<file path="src/rtl/serdes_rx_pkg.sv">
// rtl/serdes_rx_pkg.sv - shared types and constants for the SerDes receive deframer
// Purpose: deframer state encoding, default framing byte and PRBS7 feedback taps.
// Ports: none (package).
package serdes_rx_pkg;

    typedef enum logic [1:0] {
        ST_HUNT   = 2'd0,
        ST_VERIFY = 2'd1,
        ST_LOCKED = 2'd2
    } rx_state_e;

    localparam logic [7:0] DEFAULT_SYNC_WORD = 8'hA7;

    // x^7 + x^6 + 1: with bit 0 holding the newest bit, the taps are the
    // bits received 7 and 6 strobes ago.
    localparam logic [6:0] PRBS7_TAPS = 7'b110_0000;

endpackage

</file>
<file path="src/rtl/serdes_prbs7_chk.sv">
// rtl/serdes_prbs7_chk.sv - bit-serial PRBS7 seed/compare/error-count checker
// Purpose: seeds from the first 7 bits after restart_i, then predicts every
//          further bit and counts mismatches in a saturating 16-bit counter.
// Ports:
//   clk, rst    clock, synchronous active-high reset
//   restart_i   reseed on the next 7 enabled bits (error count is kept)
//   bit_en_i    bit_i is a checked stream bit this cycle
//   bit_i       received bit
//   err_cnt_o   saturating error count, cleared only by rst
module serdes_prbs7_chk
    import serdes_rx_pkg::*;
(
    input  logic        clk,
    input  logic        rst,
    input  logic        restart_i,
    input  logic        bit_en_i,
    input  logic        bit_i,
    output logic [15:0] err_cnt_o
);

    logic [6:0]  lfsr_q, lfsr_d;
    logic [2:0]  seed_cnt_q, seed_cnt_d;
    logic [15:0] err_cnt_q, err_cnt_d;
    logic        predicted;

    always_comb begin
        lfsr_d     = lfsr_q;
        seed_cnt_d = seed_cnt_q;
        err_cnt_d  = err_cnt_q;
        predicted  = ^(lfsr_q & PRBS7_TAPS);
        if (restart_i) begin
            seed_cnt_d = 3'd0;
        end else if (bit_en_i) begin
            if (seed_cnt_q != 3'd7) begin
                lfsr_d     = {lfsr_q[5:0], bit_i};
                seed_cnt_d = seed_cnt_q + 3'd1;
            end else begin
                // Run on the prediction so one flipped bit counts exactly once.
                lfsr_d = {lfsr_q[5:0], predicted};
                if ((bit_i != predicted) && (err_cnt_q != 16'hFFFF)) begin
                    err_cnt_d = err_cnt_q + 16'd1;
                end
            end
        end
    end

    always_ff @(posedge clk) begin
        if (rst) begin
            lfsr_q     <= '0;
            seed_cnt_q <= '0;
            err_cnt_q  <= '0;
        end else begin
            lfsr_q     <= lfsr_d;
            seed_cnt_q <= seed_cnt_d;
            err_cnt_q  <= err_cnt_d;
        end
    end

    assign err_cnt_o = err_cnt_q;

endmodule

</file>
<file path="src/rtl/serdes_rx_deframer.sv">
// rtl/serdes_rx_deframer.sv - serial receive deframer with sync hunt and lock hysteresis
// Purpose: hunts SYNC_WORD in the strobed bitstream, locks after LOCK_CNT good
//          sync slots, drops after LOSS_CNT bad ones, and emits FRAME_LEN payload
//          bytes per frame while locked.
// Ports:
//   clk, rst      clock, synchronous active-high reset
//   rx_en         bit strobe; all state frozen while low
//   rx_bit        serial data, MSB first
//   data_out      last completed payload byte
//   data_valid    one-cycle pulse with each new payload byte
//   frame_start   pulse with payload byte 0
//   locked        level, high in LOCKED
//   sync_err      one-cycle pulse on a mismatched sync slot while locked
//   prbs_err_cnt  PRBS7 payload error count
// Optional: SERDES_RX_PRBS_CHK_EN adds the PRBS7 payload checker; otherwise
//           prbs_err_cnt is tied to 0.
module serdes_rx_deframer
    import serdes_rx_pkg::*;
#(
    parameter logic [7:0]  SYNC_WORD = DEFAULT_SYNC_WORD,
    parameter int unsigned FRAME_LEN = 7,
    parameter int unsigned LOCK_CNT  = 3,
    parameter int unsigned LOSS_CNT  = 4
) (
    input  logic        clk,
    input  logic        rst,
    input  logic        rx_en,
    input  logic        rx_bit,
    output logic [7:0]  data_out,
    output logic        data_valid,
    output logic        frame_start,
    output logic        locked,
    output logic        sync_err,
    output logic [15:0] prbs_err_cnt
);

    localparam int unsigned BW = $clog2(FRAME_LEN + 1);
    localparam int unsigned GW = $clog2(LOCK_CNT + 1);
    localparam int unsigned MW = $clog2(LOSS_CNT + 1);
    localparam logic [BW-1:0] SYNC_SLOT = BW'(FRAME_LEN);
    localparam logic [GW-1:0] GOOD_LIM  = GW'(LOCK_CNT);
    localparam logic [MW-1:0] MISS_LIM  = MW'(LOSS_CNT);

    rx_state_e   state_q, state_d;
    logic [7:0]  sr_q, sr_d;
    logic [2:0]  bit_cnt_q, bit_cnt_d;
    logic [BW-1:0] byte_cnt_q, byte_cnt_d;
    logic [GW-1:0] good_q, good_d;
    logic [MW-1:0] miss_q, miss_d;
    logic [7:0]  data_out_q, data_out_d;
    logic        data_valid_q, data_valid_d;
    logic        frame_start_q, frame_start_d;
    logic        sync_err_q, sync_err_d;

    logic [7:0]    candidate;
    logic          byte_done;
    logic          sync_slot;
    logic          sync_hit;
    logic [GW-1:0] good_inc;
    logic [MW-1:0] miss_inc;

    always_comb begin
        state_d       = state_q;
        sr_d          = sr_q;
        bit_cnt_d     = bit_cnt_q;
        byte_cnt_d    = byte_cnt_q;
        good_d        = good_q;
        miss_d        = miss_q;
        data_out_d    = data_out_q;
        data_valid_d  = 1'b0;
        frame_start_d = 1'b0;
        sync_err_d    = 1'b0;

        candidate = {sr_q[6:0], rx_bit};
        byte_done = (bit_cnt_q == 3'd7);
        sync_slot = (byte_cnt_q == SYNC_SLOT);
        sync_hit  = (candidate == SYNC_WORD);
        good_inc  = good_q + GW'(1);
        miss_inc  = miss_q + MW'(1);

        if (rx_en) begin
            sr_d      = candidate;
            bit_cnt_d = bit_cnt_q + 3'd1;
            case (state_q)
                ST_HUNT: begin
                    // Bit-by-bit search; a hit defines the byte alignment.
                    if (sync_hit) begin
                        bit_cnt_d  = 3'd0;
                        byte_cnt_d = '0;
                        good_d     = GW'(1);
                        miss_d     = '0;
                        state_d    = (LOCK_CNT == 1) ? ST_LOCKED : ST_VERIFY;
                    end
                end
                ST_VERIFY: begin
                    if (byte_done) begin
                        if (sync_slot) begin
                            byte_cnt_d = '0;
                            if (sync_hit) begin
                                good_d = good_inc;
                                if (good_inc == GOOD_LIM) begin
                                    state_d = ST_LOCKED;
                                end
                            end else begin
                                state_d = ST_HUNT;
                            end
                        end else begin
                            byte_cnt_d = byte_cnt_q + BW'(1);
                        end
                    end
                end
                ST_LOCKED: begin
                    if (byte_done) begin
                        if (sync_slot) begin
                            byte_cnt_d = '0;
                            if (sync_hit) begin
                                miss_d = '0;
                            end else begin
                                sync_err_d = 1'b1;
                                miss_d     = miss_inc;
                                if (miss_inc == MISS_LIM) begin
                                    state_d = ST_HUNT;
                                end
                            end
                        end else begin
                            // Payload flows even while sync slots are missing.
                            data_out_d    = candidate;
                            data_valid_d  = 1'b1;
                            frame_start_d = (byte_cnt_q == '0);
                            byte_cnt_d    = byte_cnt_q + BW'(1);
                        end
                    end
                end
                default: state_d = ST_HUNT;
            endcase
        end
    end

    always_ff @(posedge clk) begin
        if (rst) begin
            state_q       <= ST_HUNT;
            sr_q          <= '0;
            bit_cnt_q     <= '0;
            byte_cnt_q    <= '0;
            good_q        <= '0;
            miss_q        <= '0;
            data_out_q    <= '0;
            data_valid_q  <= 1'b0;
            frame_start_q <= 1'b0;
            sync_err_q    <= 1'b0;
        end else begin
            state_q       <= state_d;
            sr_q          <= sr_d;
            bit_cnt_q     <= bit_cnt_d;
            byte_cnt_q    <= byte_cnt_d;
            good_q        <= good_d;
            miss_q        <= miss_d;
            data_out_q    <= data_out_d;
            data_valid_q  <= data_valid_d;
            frame_start_q <= frame_start_d;
            sync_err_q    <= sync_err_d;
        end
    end

    assign data_out    = data_out_q;
    assign data_valid  = data_valid_q;
    assign frame_start = frame_start_q;
    assign sync_err    = sync_err_q;
    assign locked      = (state_q == ST_LOCKED);

`ifdef SERDES_RX_PRBS_CHK_EN
    logic prbs_restart;
    logic prbs_bit_en;

    // Reseed on every entry to LOCKED; sync-slot bits never reach the checker.
    assign prbs_restart = (state_q != ST_LOCKED) && (state_d == ST_LOCKED);
    assign prbs_bit_en  = (state_q == ST_LOCKED) && rx_en && !sync_slot;

    serdes_prbs7_chk u_prbs7_chk (
        .clk       (clk),
        .rst       (rst),
        .restart_i (prbs_restart),
        .bit_en_i  (prbs_bit_en),
        .bit_i     (rx_bit),
        .err_cnt_o (prbs_err_cnt)
    );
`else
    assign prbs_err_cnt = 16'h0000;
`endif

endmodule

</file>
<file path="config.mk">
export PLATFORM = sky130hd
export DESIGN_NAME = serdes_rx_deframer
export DESIGN_NICKNAME = d
export VERILOG_FILES = /design/src/rtl/serdes_rx_pkg.sv /design/src/rtl/serdes_prbs7_chk.sv /design/src/rtl/serdes_rx_deframer.sv
export SDC_FILE = /design/constraint.sdc
export NUM_CORES = 1
export LEC_CHECK = 0
export ABC_AREA = 1
export CORE_ASPECT_RATIO = 2
export CORE_MARGIN = 2
export CORE_UTILIZATION = 51
export CTS_CLUSTER_SIZE = 10
export DETAILED_ROUTE_END_ITERATION = 10
export HOLD_SLACK_MARGIN = 0.05
export PLACE_DENSITY_LB_ADDON = 0.1
export SLEW_MARGIN = 20
export SYNTH_ARGS = -nofsm -noshare
export SYNTH_HDL_FRONTEND = slang
export SYNTH_SLANG_ARGS = --single-unit
export TNS_END_PERCENT = 20
</file>
<file path="constraint.sdc">
create_clock -name clk -period 2 [get_ports clk]
set_clock_uncertainty 0.05 [all_clocks]
set_input_delay 0.3 -clock clk [delete_from_list [all_inputs] [get_ports clk]]
set_output_delay 0.3 -clock clk [all_outputs]
set_load 0.02 [all_outputs]
</file>
==> key figures <==
Run status
  – Status: completed

STA
  – TNS Setup: 0 ps
  – RSZ-0062 raised after global routing: no
  – Post-Route Hold Slack: 403 ps
  – Final Critical Period: 1720 ps
  – Hold Fails Final Rpt: 0
  – Fmax: 581 MHz
  – Fin crit share: 0.861
  – # setup viols final: 0
  – Slew Limit Fails: 0

Clocking
  – CTS H-tree lvls: 2
  – Postcts setup bufs: 0
  – Clock sink total: 31
  – TritonCTS Buffers: 5
  – CTS clk-pin slew, worst paths: 60 ps
  – CTS tree: yes
  – Root Driver: clkbuf_8
  – Max Buffers Root-to-Sink: 2
  – Clock latency on the worst-skew pair: 280 ps
  – # hold bufs at CTS: 0

Drt
  – DR vias: 1342
  – Routed len/inst: 12.5 um
  – DRT Pass-1 Iters: 4
  – Antenna Nets Post-Route: 0
  – Vias/cell: 5.08
  – Remaining DRCs: 0
  – Final wirelength: 3290 um
  – Detailed router's first-iteration violation count: 33

Critical path
  – CP max FO: 5
  – Worst R2R Start: byte_cnt_q[0]
  – Critical path's largest stage delay: 350 ps
  – Crit. End Element: flop
  – Crit path DAT: 1840 ps
  – Type of origin of the critical path: flop
  – Reg2Reg Depth: 11
  – R2R Path End: state_q[1]
  – CP Launch Point: byte_cnt_q[0]
  – Cells along the critical path: ha_1 > ha_1 > nand2_1 > nand2_1 > nand2_1 > nor2_2 > nand2_4 > nor2_4 > nand3_1 > nand2_1 > nor2_1
  – Critical path type: flop to flop
  – Worst EP required: 2120 ps
  – R2R setup slack: 280 ps
  – Worst path most repeated cell: nand2_1
  – Slowest-stage cell, CP: dfxtp_1

Final layout
  – Final core utilization: 0.619
  – Antenna diodes: 0
  – Syn-to-layout area delta: 14.2%
  – Fill cells: 284
  – Fin nets: 251
  – Most frequent cells in the layout: nor2_1 (34), dfxtp_1 (31), nand2_1 (29)
  – Layout cells sized above 1: 0.120
  – Commonest non-fill, non-tap cell in the layout: nor2_1

Hold path
  – HP Class: flop to flop
  – Worst hold path cell count: 1
  – Hold Crit Endpoint: frame_start
  – Hold_sp: byte_cnt_q[2]

Placed design
  – GPL Wtd Cong: 0.839
  – DP Wirelength: 2560 um
  – Number of I/O port buffers: 15

Logic synthesis
  – Synthesized flop and latch total: 31
  – Cells after Synth: 213
  – Post-synthesis sequential area ratio: 0.384
  – Yosys cell types: 23
  – Avg Cell Area, Syn: 7.58 sq um
  – Syn Std Cell Area: 0.00161 sq mm
  – Ys Warns: 0

Job
  – Max-cap viol count: 0

Floorplanning
  – Core area: 0.00298 sq mm
  – Ports: 32
  – Die Y: 83.6 um
  – Std-Cell Rows: 28
  – Die width: 43.8 um
  – Die ar.: 0.00366 sq mm
  – Initial core utilization: 0.542

Pwr
  – Share of total power in sequential cells: 0.532
  – Pleak: 0.000833 uW
  – Pwr/cell area: 659 mW/mm^2
  – P_sw: 309 uW
  – Comb pwr share: 0.108
  – Tot Pwr: 1220 uW
  – Internal power: 907 uW
  – Sw Share: 0.254
  – Max VDD drop: 0.539 mV
  – Clock power frac: 0.360

Global route
  – Global-route wire length before repair: 5710 um
  – All-Layer GR Usage: 0.204
  – Grt ovf: 0
  – Vias in the first global route: 1359
  – Initial antenna violation count: 0
  – Largest net degree at the start of global routing: 20
## worst max-delay path, delay by kind of cell (launching register included)
| family | cells | cell delay (ps) |
|---|---|---|
| fa+ha+maj | 2 | 450 |
| simple gates | 9 | 770 |
| flops | 1 | 350 |
## per-layer routing
| metal | GRT usage | up-vias | share of wire |
|---|---|---|---|
| li1 | - | 691 | - |
| met1 | 0.196 | 614 | 0.38 |
| met2 | 0.368 | 25 | 0.55 |
| met3 | 0.0498 | 12 | 0.037 |
| met4 | 0.113 | 0 | 0.038 |
| met5 | 0 | - | 0 |
## synthesized netlist by cell type (all sizes together)
cell    count  area [sq um]
a211oi      2          25.0
a21oi      20           100
buf        17           125
clkbuf      3          11.3
conb        1          3.75
dfxtp      31           621
ha         12           150
inv        21          78.8
nand2      32           151
nand3       5          25.0
nor2       40           170
nor3        3          15.0
o21ai      23           115
o31ai       1          7.51
or2         1          6.26
xor2        1          8.76
## power groups by stage
stage | sequential, uW | combinational (uW) | clock [uW]
2_1_floorplan | 657 | 120 | 0
3_3_place_gp | 659 | 128 | 0
3_5_place_dp | 660 | 131 | 0
4_1_cts | 647 | 131 | 449
5_1_grt | 649 | 147 | 476
6_report | 647 | 131 | 437
## area by class of cell
class,count,area [sq um],share of cell area
inverters,21,78.8,0.0428
well taps,30,37.5,0.0204
flip-flops and latches,31,621,0.337
multi-input cells,156,835,0.453
clock buffers,6,72.6,0.0394
repair buffers,20,199,0.108
## registers in the layout (all words and copies together), names as in the netlist
name         flops
byte_cnt_q       3
miss_q           3
good_q           2
sync_err         1
bit_cnt_q        3
data_valid       1
frame_start      1
state_q          2
data_out         8
sr_q             7
## metrics by stage
| step | setup WS, ps | instance area (sq um) | instances |
|---|---|---|---|
| 6_report | 278 | 1840 | 264 |
| 5_1_grt | 62.2 | 1840 | 264 |
| 4_1_cts | 265 | 1840 | 264 |
| 3_5_place_dp | 197 | 1770 | 258 |
| 3_3_place_gp | 215 | 1770 | 258 |
| 2_1_floorplan | 471 | 1670 | 228 |
## what timing repair did
item	CTS	global route
endpoints found under the setup margin	1	0
hold endpoints to repair	0	0
resized for setup	1	0
## worst max-delay path by stage
stage | end | slack (ps) | cells after the start
finish | state_q[1] | 280 | 11
global route | frame_start | 60 | 10
CTS | frame_start | 260 | 10
detailed placement | miss_q[0] | 200 | 6
global placement | miss_q[2] | 220 | 6
floorplan | state_q[1] | 470 | 10
## cell families after synthesis
kind of cell / share of synthesized area
simple gates: 0.228
compound gates: 0.153
buf+inv: 0.133
flops: 0.384
fa+ha+maj: 0.0930
xor+xnor: 0.00543
other cells: 0.00232
Power figures use the tool's default switching activity.
